--- src/rtl/sumador_pkg.sv ---
// Shared types and helpers for the serial adder/subtractor.
package sumador_pkg;

    typedef enum logic [1:0] {
        IDLE = 2'd0,
        CALC = 2'd1,
        DONE = 2'd2
    } state_t;

    // Chunk index width; at least one bit even when there is a single chunk.
    function automatic int idx_width(input int n);
        return (n <= 1) ? 1 : $clog2(n);
    endfunction

endpackage

--- src/rtl/sumador_serial_adder_chunk.sv ---
// Combinational CHUNK-bit adder with carry-in/carry-out; the one shared carry chain.
module adder_chunk #(
    parameter int CHUNK = 8
) (
    input  logic [CHUNK-1:0] i_a,
    input  logic [CHUNK-1:0] i_b,
    input  logic             i_entAcarreo,
    output logic [CHUNK-1:0] o_sum,
    output logic             o_salAcarreo
);

    assign {o_salAcarreo, o_sum} = {1'b0, i_a} + {1'b0, i_b} + {{CHUNK{1'b0}}, i_entAcarreo};

endmodule

--- src/rtl/sumador_serial.sv ---
// Multi-cycle adder/subtractor: WIDTH-bit operands summed CHUNK bits per clock
// through one shared chunk adder, with an inicio/listo/valido handshake.
module sumador_serial
    import sumador_pkg::*;
#(
    parameter int WIDTH = 32,
    parameter int CHUNK = 8
) (
    input  logic             clk,
    input  logic             rst_n,
    input  logic             i_inicio,
    input  logic             i_resta,
    input  logic [WIDTH-1:0] i_a,
    input  logic [WIDTH-1:0] i_b,
    input  logic             i_entAcarreo,
    output logic             o_listo,
    output logic             o_ocupado,
    output logic             o_valido,
    output logic [WIDTH-1:0] o_sum,
    output logic             o_salAcarreo,
    output logic             o_desbordamiento
);

    localparam int NCHUNK = WIDTH / CHUNK;
    localparam int IW     = idx_width(NCHUNK);

    state_t           r_state;
    state_t           w_state_next;
    logic [WIDTH-1:0] r_a;
    logic [WIDTH-1:0] r_b;
    logic             r_carry;
    logic [IW-1:0]    r_k;
    logic [WIDTH-1:0] r_res;
    logic [WIDTH-1:0] r_sum;
    logic             r_cout;
    logic             r_ovf;

    logic [CHUNK-1:0] w_chunk_a;
    logic [CHUNK-1:0] w_chunk_b;
    logic [CHUNK-1:0] w_chunk_sum;
    logic             w_chunk_cout;
    logic             w_last;
    logic [WIDTH-1:0] w_res_next;

    assign w_chunk_a = r_a[r_k*CHUNK +: CHUNK];
    assign w_chunk_b = r_b[r_k*CHUNK +: CHUNK];
    assign w_last    = (r_k == IW'(NCHUNK - 1));

    adder_chunk #(.CHUNK(CHUNK)) u_adder_chunk (
        .i_a          (w_chunk_a),
        .i_b          (w_chunk_b),
        .i_entAcarreo (r_carry),
        .o_sum        (w_chunk_sum),
        .o_salAcarreo (w_chunk_cout)
    );

    // Full result including the chunk being added now, so DONE sees all slices.
    always_comb begin
        w_res_next = r_res;
        w_res_next[r_k*CHUNK +: CHUNK] = w_chunk_sum;
    end

    always_ff @(posedge clk or negedge rst_n) begin
        if (!rst_n) r_state <= IDLE;
        else        r_state <= w_state_next;
    end

    always_comb begin
        w_state_next = r_state;
        case (r_state)
            IDLE:    if (i_inicio) w_state_next = CALC;
            CALC:    if (w_last)   w_state_next = DONE;
            DONE:    w_state_next = IDLE;
            default: w_state_next = IDLE;
        endcase
    end

    always_ff @(posedge clk or negedge rst_n) begin
        if (!rst_n) begin
            r_a     <= '0;
            r_b     <= '0;
            r_carry <= 1'b0;
            r_k     <= '0;
            r_res   <= '0;
            r_sum   <= '0;
            r_cout  <= 1'b0;
            r_ovf   <= 1'b0;
        end else begin
            case (r_state)
                IDLE: begin
                    if (i_inicio) begin
                        r_a     <= i_a;
                        r_b     <= i_resta ? ~i_b : i_b;
                        r_carry <= i_entAcarreo;
                        r_k     <= '0;
                    end
                end
                CALC: begin
                    r_res   <= w_res_next;
                    r_carry <= w_chunk_cout;
                    r_k     <= r_k + IW'(1);
                    if (w_last) begin
                        r_sum  <= w_res_next;
                        r_cout <= w_chunk_cout;
                        r_ovf  <= (r_a[WIDTH-1] == r_b[WIDTH-1]) &&
                                  (w_res_next[WIDTH-1] != r_a[WIDTH-1]);
                    end
                end
                default: ;
            endcase
        end
    end

    assign o_listo          = (r_state == IDLE);
    assign o_ocupado        = (r_state != IDLE);
    assign o_valido         = (r_state == DONE);
    assign o_sum            = r_sum;
    assign o_salAcarreo     = r_cout;
    assign o_desbordamiento = r_ovf;

endmodule

--- config.mk ---
export PLATFORM = sky130hd
export DESIGN_NAME = sumador_serial
export DESIGN_NICKNAME = d
export VERILOG_FILES = /design/src/rtl/sumador_pkg.sv /design/src/rtl/sumador_serial_adder_chunk.sv /design/src/rtl/sumador_serial.sv
export SDC_FILE = /design/constraint.sdc
export NUM_CORES = 1
export LEC_CHECK = 0
export BUFFER_PORTS_ARGS = -buffer_cell sky130_fd_sc_hd__buf_2
export CAP_MARGIN = 5
export CORE_MARGIN = 2
export CORE_UTILIZATION = 52
export CTS_CLUSTER_SIZE = 30
export DETAILED_ROUTE_END_ITERATION = 10
export HOLD_SLACK_MARGIN = 0.1
export PLACE_DENSITY = 0.75
export RECOVER_POWER = 25
export REMOVE_ABC_BUFFERS = 1
export SYNTH_ARGS = -nofsm -noshare
export SYNTH_HDL_FRONTEND = slang
export SYNTH_SLANG_ARGS = --single-unit
--- constraint.sdc ---
create_clock -name clk -period 8.77 [get_ports clk]
set_input_delay 0.877 -clock clk [delete_from_list [all_inputs] [get_ports clk]]
set_output_delay 0.877 -clock clk [all_outputs]
set_load 0.05 [all_outputs]
==> flow_metrics.env, run 1 <==
export IMPL_cts_hold_buf=0
export IMPL_critical_path_slowest_cell="clkbuf_1"
export IMPL_antenna_found_initial=0
export IMPL_hold_violations=0
export IMPL_ant_nets=0
export IMPL_area_delta_synth_final_pct=19.4
export IMPL_antenna_diode_count=0
export IMPL_hold_class="flip-flop to flip-flop"
export IMPL_worst_slew_pin_slew_ps=3480
export IMPL_ys_flop_type="dfrtp_1"
export IMPL_worst_ep_arrival_time_ps=3960
export IMPL_rsz0062_at_grt="no"
export IMPL_cap_violations=2
export IMPL_path_clk_slew_ps=60
export IMPL_yosysUniqueCellTypes=44
export IMPL_routed_wl_um=14900
export IMPL_rows=40
export IMPL_critPathMaxStageDelay_ps=2430
export IMPL_grt_pass1_vias=5067
export IMPL_yosysSeqAreaShare_pct=53.3
export IMPL_numCtsBuffers=17
export IMPL_final_area_um2=7570
export IMPL_drive_gt1_share_pct=21.7
export IMPL_hpwlAfterDp_um=10100
export IMPL_placed_area_um2=6970
export IMPL_synth_area_um2=6340
export IMPL_die_w_um=114
export IMPL_nets=812
export IMPL_drc=0
export IMPL_grt_max_degree=99
export IMPL_path_class="input port to flip-flop"
export IMPL_gp_congestion=0.867
export IMPL_regArea_um2=3380
export IMPL_routedWlPerCell_um=16.8
export IMPL_ioPinCount=106
export IMPL_synth_seq_cells=135
export IMPL_setup_ws_ps=4960
export IMPL_final_common_cell="nand2_1"
export IMPL_cts_sinks=135
export IMPL_slew_violations=161
export IMPL_drt_initial_drc_count=364
export IMPL_synth_edf_count=0
export IMPL_crit_chain="buf_2 -> nand2_1 -> clkbuf_1 -> o21ai_0"
export IMPL_grt_pass1_wl_um=24800
export IMPL_clock_path_buffers=2
export IMPL_setup_viol=0
export IMPL_cts_htree_levels=4
export IMPL_cts_root_buf="clkbuf_16"
export IMPL_slew_headroom_pct=-132
export IMPL_multi_input_area_um2=2780
export IMPL_period_needed_ps=3810
export IMPL_setup_tns_ps=0
export IMPL_netlist_instances=630
export IMPL_end_kind="flip-flop"
export IMPL_start_kind="input port"
export IMPL_die_h_um=114
export IMPL_required_ps=8920
export IMPL_initial_core_util_pct=53.0
export IMPL_dr_total_vias=5042
export IMPL_coreArea_um2=12000
export IMPL_syn_avg_cell_area_um2=10.1
export IMPL_clock_fmax_mhz=262
export IMPL_grt_overflow=0
export IMPL_portBuffers=105
export IMPL_layout_common_cells="nand2_1, dfrtp_1, buf_2, o21ai_0, nor2_1"
export IMPL_outcome="finished, violations left"
export IMPL_synthArstFlopShare_pct=100
export IMPL_fin_util_pct=63.3
export IMPL_drt_pass1_iter_count=5
export IMPL_routed_via_density=5.68
export IMPL_path_max_fanout=98
export IMPL_dp_slack_ps=5270
export IMPL_clk_insertion_delay_late_ps=430
export IMPL_failed_checks="max-capacitance violations, max-slew violations"
export IMPL_skew_ps=12.0
export IMPL_cts_tree="yes"
export IMPL_fillers=967
export IMPL_post_cts_buffers=0
export IMPL_yosysWarnings=0
export IMPL_dieArea_um2=13100
export IMPL_grt_usage_pct=24.7
export IMPL_cts_resized=0
export IMPL_fin_crit_sh_pct=43.5
[area by class of cell]
cell class	count	area share [%]
Tap cell	147	2.43
Multi-Input combinational cell	448	36.7
Timing Repair Buffer	110	7.37
Inverter	16	0.794
Clock inverter	13	2.03
Clock buffer	19	5.98
Sequential cell	135	44.6
[path summary, 6_finish.rpt]
kind                       cells past startpoint         to  slack, ps        from
max in group asynchronous                      2  o_sum[11]       5030       rst_n
hold reg to reg                                2   o_sum[3]        470    o_sum[3]
hold / removal                                 2   o_sum[3]        470    o_sum[3]
setup reg to reg                               4    r_b[11]       5020  r_state[0]
setup / recovery                               4    r_b[11]       4960    i_inicio
min in group asynchronous                      1   o_sum[1]       1510       rst_n
[cells in the mapped netlist, types with 8 or more instances]
cell type	count	area, µm²
nand2_1	170	638
dfrtp_1	135	3380
a21oi_1	18	90.1
mux4_2	16	360
and3_1	8	50.1
a221oi_1	9	78.8
clkbuf_1	24	90.1
xnor2_1	33	289
a22o_1	20	175
inv_1	13	48.8
a32oi_1	8	70.1
o21ai_0	67	335
nor2_1	35	131
ha_1	13	163
[critical path, delay by kind of cell]
| family | cells | cell delay, ps |
|---|---|---|
| compound gates | 1 | 450 |
| buf+inv | 2 | 2530 |
| simple gates | 1 | 40 |
[registers in the layout, summed over array words and instances, names as in the netlist]
| register | flops |
|---|---|
| r_k | 2 |
| o_salAcarreo | 1 |
| o_sum | 32 |
| r_state | 2 |
| r_a | 32 |
| r_res | 32 |
| r_b | 32 |
| r_carry | 1 |
| o_desbordamiento | 1 |
[per-stage QoR]
stage | hold slack, ps | std cells
after floorplan | 440 | 599
after global placement | 453 | 856
after detailed placement | 461 | 856
after CTS | 476 | 888
after global routing | 500 | 888
final | 472 | 888
[logic make-up (layout without fill, tap and decap cells)]
group | after synthesis | after routing | share of synthesized area, %
adder cells (fa/ha/maj) | 15 | 15 | 3.20
XOR/XNOR | 33 | 33 | 4.56
flip-flops | 135 | 135 | 53.3
AO/OA/AOI/OAI | 147 | 147 | 15.0
buffers and inverters | 47 | 158 | 2.86
AND/OR/NAND/NOR | 235 | 235 | 15.1
multiplexers | 18 | 18 | 6.02
[per-layer routing]
| metal | routed length (µm) | track usage [%] |
|---|---|---|
| met3 | 969 | 6.99 |
| met1 | 6430 | 31.8 |
| met2 | 7210 | 39.7 |
| met4 | 325 | 9.59 |
| met5 | 0 | 0 |
Power of run 1 is left out: the tool's default activity adds up to more than one toggle a clock period on the data nets, which glitch-free logic cannot reach.
==> inputs of run 2 (changes only) <==
Settings changed: ABC_AREA set to 1, PLACE_DENSITY 0.75 to 0.74.
Clock period 8.77 ns to 4 ns, I/O delays scaled along.
==> flow_metrics.env, run 2 <==
export IMPL_grt_pass1_vias=5129
export IMPL_fillers=1103
export IMPL_clkPwrFrac_pct=19.6
export IMPL_final_area_um2=7860
export IMPL_grt_pass1_wl_um=24600
export IMPL_grt_max_degree=98
export IMPL_clk_insertion_delay_late_ps=420
export IMPL_yosys_area_share_simple_pct=22.7
export IMPL_yosysMostFrequentCell="nand2_1"
export IMPL_clock_path_buffers=2
export IMPL_layout_common_cells="nand2_1, dfrtp_1, buf_2, o21ai_0, inv_1"
export IMPL_use_met3_pct=4.79
export IMPL_p_sw_mw=3.62
export IMPL_portBuffers=105
export IMPL_synth_compound_area_share_pct=12.4
export IMPL_synth_common_cells="nand2_1, dfrtp_1, o21ai_0"
export IMPL_grtUsageMet2_pct=37.1
export IMPL_powerDensity_nw_per_um2=995
export IMPL_end_kind="flip-flop"
export IMPL_hold_violations=0
export IMPL_ioPinCount=106
export IMPL_path_common_cell="nand3_1"
export IMPL_drc=0
export IMPL_yosysUniqueCellTypes=37
export IMPL_yosys_top_cells_area="dfrtp_1, nand2_1, o21ai_0"
export IMPL_failed_checks="max-capacitance violations, max-slew violations"
export IMPL_path_class="flip-flop to flip-flop"
export IMPL_setup_tns_ps=0
export IMPL_routedWlPerCell_um=13.7
export IMPL_power_frac_comb_pct=51.3
export IMPL_coreArea_um2=12500
export IMPL_synth_area_leader_cell="dfrtp_1"
export IMPL_worst_slew_pin_slew_ps=2400
export IMPL_worst_ep_arrival_time_ps=3430
export IMPL_synth_mux_area_share_pct=0
export IMPL_required_ps=4310
export IMPL_synth_top_area_share_pct=51.0
export IMPL_placed_area_um2=7260
export IMPL_drt_initial_drc_count=345
export IMPL_critical_path_slowest_cell="fa_1"
export IMPL_setup_ws_ps=871
export IMPL_path_clk_slew_ps=60
export IMPL_numCtsBuffers=17
export IMPL_cts_resized=0
export IMPL_fin_util_pct=62.8
export IMPL_swShare_pct=46.3
export IMPL_crit_family="adder cells"
export IMPL_initial_core_util_pct=53.0
export IMPL_skew_ps=5.64
export IMPL_die_h_um=117
export IMPL_drt_pass1_iter_count=5
export IMPL_cts_tree="yes"
export IMPL_busiest_layer="met2"
export IMPL_synth_edf_count=0
export IMPL_critPathMaxStageDelay_ps=440
export IMPL_synth_area_um2=6630
export IMPL_hold_slack_ps=171
export IMPL_p_int_mw=4.20
export IMPL_period_needed_ps=3130
export IMPL_syn_avg_cell_area_um2=8.20
export IMPL_path_buf_inv=3
export IMPL_antenna_found_initial=0
export IMPL_slew_violations=45
export IMPL_cts_root_buf="clkbuf_16"
export IMPL_rsz0062_at_grt="no"
export IMPL_path_max_fanout=19
export IMPL_drive_gt1_share_pct=18.2
export IMPL_setup_viol=0
export IMPL_nets=985
export IMPL_ys_flop_type="dfrtp_1"
export IMPL_start_kind="flip-flop"
export IMPL_cts_htree_levels=4
export IMPL_hold_class="input port to flip-flop"
export IMPL_area_delta_synth_final_pct=18.5
export IMPL_synth_fa_ha_area_share_pct=3.06
export IMPL_gp_congestion=0.916
export IMPL_clock_fmax_mhz=320
export IMPL_yosysWarnings=0
export IMPL_yosysSeqAreaShare_pct=51.0
export IMPL_ant_nets=0
export IMPL_total_leakage_power_nw=4.03
export IMPL_die_w_um=117
export IMPL_dp_slack_ps=868
export IMPL_use_met1_pct=31.8
export IMPL_netlist_instances=809
export IMPL_crit_chain="buf_4 -> inv_1 -> a21oi_1 -> a32o_1 -> fa_1 -> fa_1 -> inv_1 -> nand4_1 -> nand3_1 -> nand2_1 -> nand2_1 -> nor2_2 -> nand3_1 -> nand3_1 -> o21a_1"
export IMPL_grt_overflow=0
export IMPL_final_cells=1086
export IMPL_routed_wl_um=14900
export IMPL_final_common_cell="nand2_1"
export IMPL_outcome="finished, violations left"
export IMPL_synth_top_family_by_area="simple AND/OR/NAND/NOR gates"
export IMPL_fin_crit_sh_pct=78.2
export IMPL_cts_sinks=135
export IMPL_hpwlAfterDp_um=10300
export IMPL_ir_drop_mv=0.544
export IMPL_antenna_diode_count=0
export IMPL_routed_via_density=5.09
export IMPL_slew_headroom_pct=-60.2
export IMPL_grt_usage_pct=23.3
export IMPL_rows=41
export IMPL_cap_violations=1
export IMPL_p_seq_share_pct=29.1
export IMPL_dieArea_um2=13700
export IMPL_synth_seq_cells=135
export IMPL_power_mw=7.82
export IMPL_synthXorXnorAreaFrac_pct=4.62
export IMPL_numPlacedInstances=1053
export IMPL_dr_total_vias=5524
export IMPL_synthArstFlopShare_pct=100
-- run 2: cell count changes in the layout (fill, tap and decap cells not counted), moves of 9 or more --
cell      change
a21oi_1      -11
o21ai_1      +16
a221oi_1      -9
nand3_1      +11
nand2_1     +139
inv_1        +37
o22ai_1      +27
mux4_2       -16
a22o_1       -20
-- run 2: logic make-up (layout without fill, tap and decap cells) --
family | after synthesis | after routing
compound gates | 144 | 144
flops | 135 | 135
simple gates | 380 | 380
xor+xnor | 35 | 35
buf+inv | 100 | 205
fa+ha+maj | 15 | 15
-- run 2: area by class of cell --
| type | instances | area (µm²) | area share, % |
|---|---|---|---|
| clock buffer | 24 | 492 | 6.26 |
| sequential | 135 | 3380 | 43.0 |
| tap | 172 | 215 | 2.74 |
| multi-input combinational | 574 | 2840 | 36.2 |
| timing repair buffer | 116 | 622 | 7.91 |
| clock inverter | 8 | 95.1 | 1.21 |
| inverter | 57 | 214 | 2.72 |
-- run 2: metal layers --
metal | routed length [µm] | vias up | part of all wire [%]
li1 | - | 2775 | -
met1 | 6880 | 2581 | 46
met2 | 7090 | 148 | 47
met3 | 684 | 20 | 4.6
met4 | 281 | 0 | 1.9
met5 | 0 | - | 0
-- run 2: worst paths after layout --
kind	from	end	slack, ps	cells after the start
max	r_k[1]	o_sum[14]	870	15
min	i_a[29]	r_a[29]	170	3
max reg2reg	r_k[1]	o_sum[14]	870	15
min reg2reg	o_sum[29]	o_sum[29]	470	2
max in group asynchronous	rst_n	r_a[24]	1230	3
min in group asynchronous	rst_n	o_sum[8]	1260	2
-- run 2: timing repair --
item                                   CTS  global route
buffers inserted                         0             0
setup endpoints to repair                0             0
hold buffers                             1             0
endpoints found under the hold margin   43             0
-- run 2: power groups by stage --
stage | Clock (mW) | Combinational [mW] | Sequential [mW]
after CTS | 1.55 | 4.02 | 2.27
final | 1.54 | 4.01 | 2.27
after floorplan | 0 | 2.54 | 2.67
after global placement | 0 | 3.92 | 2.28
after global routing | 1.62 | 4.51 | 2.33
after detailed placement | 0 | 3.99 | 2.28
-- run 2: worst min-delay path, cell delays in order --
cell and delay [ps]:
buf_2 70, nand2_1 40, nand2_1 40
(Power assumes the default switching activity.)
